$ cat src/rtl/ps2_scancode_decoder.sv
// PS/2 scan-code decoder: validates frames, tracks E0/F0 prefixes, queues {ext,brk,code} events in a FWFT FIFO.
// Latency 1 cycle from rx_done_tick to key_empty falling; a push into a full FIFO without key_rd is dropped with an overflow pulse.
module ps2_scancode_decoder #(
    parameter int FIFO_DEPTH = 4
) (
    input  logic        clk,
    input  logic        reset,
    input  logic        rx_done_tick,
    input  logic [10:0] frame_in,
    input  logic        key_rd,
    output logic [9:0]  key_data,
    output logic        key_empty,
    output logic        key_full,
    output logic        frame_err,
    output logic        overflow
);

    localparam int AW = $clog2(FIFO_DEPTH);
    localparam int CW = AW + 1;

    typedef enum logic [1:0] {
        IDLE    = 2'd0,
        EXT     = 2'd1,
        BRK     = 2'd2,
        EXT_BRK = 2'd3
    } state_t;

    state_t state, state_next;

    logic [7:0]    rx_byte;
    logic          frame_ok;
    logic          is_e0;
    logic          is_f0;
    logic          push_req;
    logic          do_push;
    logic          do_pop;
    logic          ext_flag;
    logic          brk_flag;
    logic [AW-1:0] wr_ptr;
    logic [AW-1:0] rd_ptr;
    logic [CW-1:0] count;
    logic [9:0]    mem [FIFO_DEPTH];

    assign rx_byte  = frame_in[8:1];
    assign frame_ok = ~frame_in[0] & frame_in[10] & (^frame_in[9:1]);
    assign is_e0    = (rx_byte == 8'hE0);
    assign is_f0    = (rx_byte == 8'hF0);
    assign push_req = rx_done_tick & frame_ok & ~is_e0 & ~is_f0;

    assign key_empty = (count == '0);
    assign key_full  = (count == CW'(FIFO_DEPTH));
    assign do_pop    = key_rd & ~key_empty;
    // A pop in the same cycle frees the slot, so a full FIFO still accepts the push.
    assign do_push   = push_req & (~key_full | do_pop);

    always_ff @(posedge clk) begin
        if (reset) begin
            state <= IDLE;
        end else begin
            state <= state_next;
        end
    end

    always_comb begin
        state_next = state;
        if (rx_done_tick) begin
            if (!frame_ok) begin
                state_next = IDLE;
            end else if (is_e0) begin
                state_next = EXT;
            end else if (is_f0) begin
                case (state)
                    IDLE:    state_next = BRK;
                    EXT:     state_next = EXT_BRK;
                    default: state_next = state;
                endcase
            end else begin
                state_next = IDLE;
            end
        end
    end

    always_comb begin
        ext_flag = 1'b0;
        brk_flag = 1'b0;
        case (state)
            EXT:     ext_flag = 1'b1;
            BRK:     brk_flag = 1'b1;
            EXT_BRK: begin
                ext_flag = 1'b1;
                brk_flag = 1'b1;
            end
            default: ;
        endcase
    end

    always_ff @(posedge clk) begin
        if (reset) begin
            wr_ptr    <= '0;
            rd_ptr    <= '0;
            count     <= '0;
            frame_err <= 1'b0;
            overflow  <= 1'b0;
        end else begin
            frame_err <= rx_done_tick & ~frame_ok;
            overflow  <= push_req & key_full & ~key_rd;
            if (do_push) begin
                wr_ptr <= wr_ptr + 1'b1;
            end
            if (do_pop) begin
                rd_ptr <= rd_ptr + 1'b1;
            end
            case ({do_push, do_pop})
                2'b10:   count <= count + 1'b1;
                2'b01:   count <= count - 1'b1;
                default: count <= count;
            endcase
        end
    end

    always_ff @(posedge clk) begin
        if (!reset && do_push) begin
            mem[wr_ptr] <= {ext_flag, brk_flag, rx_byte};
        end
    end

    // Head is forced to zero when empty so reset and idle outputs are deterministic.
    assign key_data = key_empty ? 10'd0 : mem[rd_ptr];

endmodule

$ cat config.mk
export PLATFORM = sky130hd
export DESIGN_NAME = ps2_scancode_decoder
export DESIGN_NICKNAME = d
export VERILOG_FILES = /design/src/rtl/ps2_scancode_decoder.sv
export SDC_FILE = /design/constraint.sdc
export NUM_CORES = 1
export LEC_CHECK = 0
export CAP_MARGIN = 30
export CORE_AREA = 2 2 84 103
export CTS_BUF_LIST = sky130_fd_sc_hd__clkbuf_8
export CTS_CLUSTER_DIAMETER = 100
export CTS_CLUSTER_SIZE = 40
export DETAILED_ROUTE_END_ITERATION = 12
export DIE_AREA = 0 0 86 105
export GPL_TIMING_DRIVEN = 0
export PLACE_DENSITY_LB_ADDON = 0.2
export SYNTH_ARGS = -nofsm -noshare
export SYNTH_HDL_FRONTEND = slang
export SYNTH_SLANG_ARGS = --single-unit
export TNS_END_PERCENT = 10
$ cat constraint.sdc
create_clock -name clk -period 6.99 [get_ports clk]
set_clock_uncertainty 0.15 [all_clocks]
set_input_delay 1.398 -clock clk [delete_from_list [all_inputs] [get_ports clk]]
set_output_delay 1.398 -clock clk [all_outputs]
set_load 0.01 [all_outputs]
Word-level counts from Yosys, hierarchy flattened
Memories as Yosys holds them, arrays and structs flattened. A register that Yosys moved wholly into a read port is not among the register bits. Cells that the tools add are included.

Add/subtract/negate cells: 4. Equality and inequality tests: 9. Mux-type cells: 12. Bitwise gates (word level): 18. Reductions and logical operators: 9.

Operators by type and width (number): $eq A8 B8 Y1 const B (2); $and A1 B1 Y1 (10); $mux W10 (1); $mux W2 (5); $reduce_xor A9 Y1 (1); $not A1 Y1 (7); $eq A2 B2 Y1 const B (3); $pmux W3 S2 (1); $ne A5 B3 Y1 const B (1); $add A2 B1 Y2 const B (2); $eq A2 B1 Y1 const B (2); $mux W1 (4); $pmux W2 S2 (1); $reduce_or A2 Y1 (2); $add A3 B1 Y3 const B (1); $eq A3 B3 Y1 const B (1); $logic_not A3 Y1 (1); $sub A3 B1 Y3 const B (1); $logic_not A2 Y1 (1); $reduce_and A2 Y1 (1); $reduce_bool A2 Y1 (1); $logic_and A1 B1 Y1 (1); $logic_not A1 Y1 (1); $or A1 B1 Y1 (1).

Register bits: 11. Bits in writable memories: 40. Bits of input ports: 15. Output and inout port bits: 14. Word-level logic and storage cells: 59. Memories: 1.

Memory list: mem (depth 4, width 10, read ports 1, clocked after memory_dff 1, wr ports 1, RTL line 42) `logic [9:0] mem [FIFO_DEPTH];`.

Depth between registers and ports, before layout
Gate-level depths: netlist of the first run.

Depth after elaboration: 10. Mapped depth: 10. Mapped depth without buffers: 10.

Least setup slack after synthesis of the first run
OpenSTA, ideal clock, no wires.

Path kind: input -> register. Start point: input port frame_in[1]. End point: register count[2]. Setup time: 0.123 ns. Data arrival time: 3.572 ns. Data required time: 6.717 ns. Setup slack: 3.145 ns. Stages: 10. Path buffers: 0. Cell sequence: inv_1 -> ha_1 -> xnor3_2 -> xnor2_4 -> nor3_4 -> nor2_1 -> fa_1 -> and3_1 -> mux2i_1 -> mux2_1.

Cells in the longest elaborated chain, start to end: 8. Elaborated cells on any way between the ends: 14. Those cells by class: eq/ne: 4; mux: 1; bitwise: 7; reduce/logical: 2.

RTL lines: from (decl) (RTL line 9) `input logic [10:0] frame_in,`; $reduce_xor A9 Y1 (RTL line 45) `assign frame_ok = ~frame_in[0] & frame_in[10] & (^frame_in[9:1]);`; $and A1 B1 Y1 (RTL line 45); $and A1 B1 Y1 (2 in a row) (RTL line 48) `assign push_req = rx_done_tick & frame_ok & ~is_e0 & ~is_f0;`; $and A1 B1 Y1 (*) (RTL line 48); $and A1 B1 Y1 (*) (RTL line 54) `assign do_push = push_req & (~key_full | do_pop);`; $eq A2 B1 Y1 or $eq A2 B2 Y1 (tied branches) (RTL line 113) `case ({do_push, do_pop})`; $pmux W3 S2 or $reduce_bool A2 Y1 (tied branches); to (signal assigned) (RTL line 114) `2'b10: count <= count + 1'b1;`; to (signal assigned) (RTL line 115) `2'b01: count <= count - 1'b1;`; to (signal assigned) (RTL line 116) `default: count <= count;`; to (decl) (RTL line 41) `logic [CW-1:0] count;`.

Mark *: on every way between the ends. The rest lies on a longest branch, timed or not. A chain may end at the register's enable or synchronous reset.

Worst setup path after layout of the first run
Same ends and word-level chain as after synthesis.

==> results of run 1 <==
==> worst max path at each step <==
| stage | startpoint | endpoint | slack [ns] | cells after the start |
|---|---|---|---|---|
| 3_5_place_dp | frame_in[1] | count[2] | 2.38 | 11 |
| 4_1_cts | frame_in[1] | count[2] | 2.71 | 11 |
| 6_report | frame_in[1] | count[2] | 2.75 | 11 |
| 5_1_grt | frame_in[1] | count[2] | 2.60 | 11 |
| 2_1_floorplan | frame_in[1] | count[2] | 3.14 | 10 |
| 3_3_place_gp | frame_in[1] | count[2] | 2.41 | 11 |
==> cell type report <==
type	count	area share, %
timing repair buffer	28	9.87
multi-input combinational	85	29.4
sequential	53	51.5
clock buffer	5	2.42
clock inverter	3	0.617
buffer	7	0.970
inverter	8	1.06
tap	95	4.19
==> kinds of logic (layout without fill, tap and decap cells) <==
logic type / after synthesis / after routing / share of synthesized area, %
flops: 53 / 53 / 62.1
simple gates: 50 / 50 / 12.4
mux: 16 / 16 / 12.6
buf+inv: 15 / 51 / 2.45
fa+ha+maj: 10 / 10 / 5.64
xor+xnor: 6 / 6 / 3.99
compound gates: 3 / 3 / 0.851
==> state kept, by name, summed over array words and instances (netlist names), named ones only <==
signal,flops
wr_ptr,2
count,3
overflow,1
rd_ptr,2
frame_err,1
state,2
mem,40
==> worst reg2reg max path, delay by kind of cell, from the launching register on <==
family        cells  cell delay, ns
buf+inv           1            0.24
mux               2            0.47
simple gates      4            0.79
fa+ha+maj         1            0.39
flops             1            0.38
==> stage by stage <==
stage / utilization [%] / setup slack, ns / hold slack [ns] / cells / total power [W]
2_1_floorplan: - / 3.14 / 0.294 / 153 / 0.000526
3_3_place_gp: 34.5 / 2.41 / 0.333 / 276 / 0.000634
3_5_place_dp: 34.5 / 2.38 / 0.336 / 276 / 0.000635
4_1_cts: 35.6 / 2.71 / 0.351 / 284 / 0.000805
5_1_grt: 35.6 / 2.60 / 0.376 / 284 / 0.000840
6_report: 35.6 / 2.75 / 0.347 / 284 / 0.000790
==> synthesized netlist by cell type, types with 2 or more instances <==
master,number,area share (%)
xnor2_1,2,0.74
nand2_1,2,0.32
and2_1,4,1.1
nor3_1,3,0.64
nand3_1,4,0.85
mux4_2,10,9.6
nor2b_1,12,3.2
mux2i_1,3,1.3
nand2b_1,6,1.6
edfxtp_1,40,51
ha_1,9,4.8
inv_1,8,1.3
nor2_1,11,1.8
clkbuf_1,6,0.96
dfxtp_1,13,11
mux2_4,2,1.3
nor3b_1,3,0.96
==> power by group through the flow <==
stage	clock (W)	sequential [W]	combinational, W
6_report	0.000169	0.000363	0.000257
5_1_grt	0.000188	0.000366	0.000286
4_1_cts	0.000176	0.000363	0.000266
3_5_place_dp	0	0.000370	0.000264
3_3_place_gp	0	0.000370	0.000264
2_1_floorplan	0	0.000368	0.000159
==> metal layers <==
metal  vias to the layer above  global-route usage (%)
li1                        625                       -
met1                       621                    13.0
met2                        31                    15.6
met3                         5                    2.84
met4                         0                    3.40
met5                         -                       0
==> key figures, run 1 <==
Outcome
  – Status: finished clean

CTS
  – Total CTS buffers: 5
  – # hold bufs at CTS: 0
  – H-Tree Level Count: 2
  – CTS tree: done
  – Root Driver: clkbuf_8
  – Clk_lat worst skew: 0.30 ns
  – Post-CTS sizing: 0
  – Clk pin slew, worst setup/hold paths: 0.10 ns
  – Max Root-Sink Buffers: 2
  – Setup Fix Bufs, Post-CTS: 0
  – CTS sink cnt: 53

Pwr
  – Leakage: 0.979 nW
  – Switching pwr: 0.000228 W
  – Internal: 0.000562 W
  – Combinational share of power: 32.6%
  – Reg power frac: 45.9%
  – Clk pwr share: 21.5%
  – Worst vdd ir: roughly 0.00012 V
  – Power Dens Cells: 278 nW/um^2
  – Net Sw Frac: 28.9%

Placed design
  – Routability cong.: 0.747
  – Dpl hpwl: approximately 2.8 mm
  – Cell Area, Placed: 2750 um^2
  – IO Port Bufs: 28

Timing
  – Min Tclk post-route: between 4 and 5 ns
  – Setup violation total in the final timing report: 0
  – Worst Tran Pin Value: 0.620 ns
  – Final hold vios: 0
  – Final period util: about three fifths
  – Setup TNS: 0 ns
  – F_max: about 0.24 GHz
  – Relative slew slack: 58.7%
  – RSZ-0062 raised after global routing: no
  – Pins Over Slew Limit: 0

Critical path
  – CP cell instances: clkdlybuf4s50_1 > inv_1 > ha_1 > xnor3_2 > xnor2_4 > nor3_4 > nor2_1 > fa_1 > and3_1 > mux2i_1 > mux2_1
  – Reg2reg path depth: 8
  – CP max stage delay: about 0.53 ns
  – CP arrival: 4.29 ns
  – Worst Path Required: about 7.0 ns
  – Cell family with most CP delay: adder cells
  – Type of origin of the critical path: input pin
  – CP max FO: 5
  – Crit Reg-Reg Endpoint: count[2]
  – Setup crit end kind: flip-flop
  – FF-to-FF setup slack: about 4.5 ns
  – Slowest-stage cell, CP: clkdlybuf4s50_1
  – Critical path type: in -> reg
  – Worst r2r src: count[0]
  – Crit path buffers/inverters: 2

Detailed routing
  – Final ANT Viol Nets: 0
  – Overall via count from detail_route: ~1300
  – Initial DRC count: 30
  – WL met3: approximately 180 um
  – Average wire per standard cell: 14.4 um
  – Met2 routed WL: between 1.5 and 2 mm
  – Vias/cell: 4.51
  – Highest routed layer: met4
  – DR DRC count: 0
  – 1st-pass router iterations: 4
  – Metal-1 WL: between 1.5 and 2 mm
  – Total detailed-routing wirelength: 4.10 mm

Global routing
  – First-pass GRT wire length: approximately 6.7 mm
  – Vias in the first global route: roughly 1300
  – GRT overflow: 0
  – Overall global routing resource usage: 9.91%
  – Pin count of the biggest net entering global routing: 17
  – Initial antenna violation count: 0

Logic synthesis
  – Synthesized instance count: 153
  – Synth Warn #: 0
  – Top_reg_cell synth: edfxtp_1
  – Post-synthesis sequential area ratio: between 60 and 70%
  – Yosys cell types: 32
  – FF+latch count, synth: 53
  – Syn_nets: 178
  – Asr flop ratio synth: 0%
  – Syn Area/Cell: 15.4 um^2
  – Number of flops mapped to enable cells by yosys: 40
  – Synthesized area: 2350 um^2

Final layout
  – Layout Area Growth over Synthesis: 20.6%
  – Most common cell after layout, fill and taps aside: edfxtp_1
  – Fin area: roughly 2800 um^2
  – Multi-input gate area: 835 um^2
  – Sequential cell area: between 1000 and 1500 um^2
  – ANT cells: 0
  – Commonest non-fill, non-tap cells in the layout: edfxtp_1, clkdlybuf4s50_1, dfxtp_1, nor2b_1, nor2_1
  – Filler cells: 789
  – Layout cell share with drive strength beyond 1: 12.7%
  – Net count, final: 213

Die
  – I/O pin total: 29
  – Chip width: 86 um
  – DIE AREA: 9030 um^2
  – Die height: 105 um
  – Row count: 36
  – Core area: 7970 um^2
  – Initial Util: 29.5%

Job
  – Max-Cap Viols: 0

Hold path
  – Hold depth: 2
  – Hold Path Origin: state[1]
  – Worst Hold Path EP: state[1]
  – Worst min path class: reg -> reg
(Power assumes the default switching activity.)
==> run 2, diff against run 1 <==
==> constraint.sdc (replaced) <==
create_clock -name clk -period 4.12 [get_ports clk]
set_clock_uncertainty 0.15 [all_clocks]
set_input_delay 0.824 -clock clk [delete_from_list [all_inputs] [get_ports clk]]
set_output_delay 0.824 -clock clk [all_outputs]
set_load 0.01 [all_outputs]
==> results of run 2 <==
Same layout as run 1 (identical final DEF). Status: finished clean.
Among the figures that moved: setup slack after placement 2.38 ns -> 0.0841 ns; setup slack after layout 2.75 ns -> 0.456 ns; register-to-register setup slack 4.47 ns -> 1.60 ns; total power 0.000790 W -> 0.00134 W; worst IR drop on VDD 0.000117 V -> 0.000198 V
==> run 3, diff against run 2 <==
--- a/config.mk
+++ b/config.mk
@@ -9,7 +9,7 @@
 export CORE_AREA = 2 2 84 103
 export CTS_BUF_LIST = sky130_fd_sc_hd__clkbuf_8
 export CTS_CLUSTER_DIAMETER = 100
-export CTS_CLUSTER_SIZE = 40
+export CTS_CLUSTER_SIZE = 12
 export DETAILED_ROUTE_END_ITERATION = 12
 export DIE_AREA = 0 0 86 105
 export GPL_TIMING_DRIVEN = 0
==> constraint.sdc (replaced) <==
create_clock -name clk -period 4.12 [get_ports clk]
set_clock_uncertainty 0.15 [all_clocks]
set_input_delay 0.824 -clock clk [delete_from_list [all_inputs] [get_ports clk]]
set_output_delay 0.824 -clock clk [all_outputs]
set_load 0.1 [all_outputs]
==> results of run 3 <==
Same layout as run 1 (identical final DEF). Status: finished clean.
Among the figures that moved: setup slack after placement 2.38 ns -> 0.0841 ns; setup slack after layout 2.75 ns -> 0.413 ns; start point of the critical path frame_in[1] -> count[0]; end point of the critical path count[2] -> key_empty; register-to-register setup slack 4.47 ns -> 1.60 ns; total power 0.000790 W -> 0.00173 W; worst IR drop on VDD 0.000117 V -> 0.000335 V
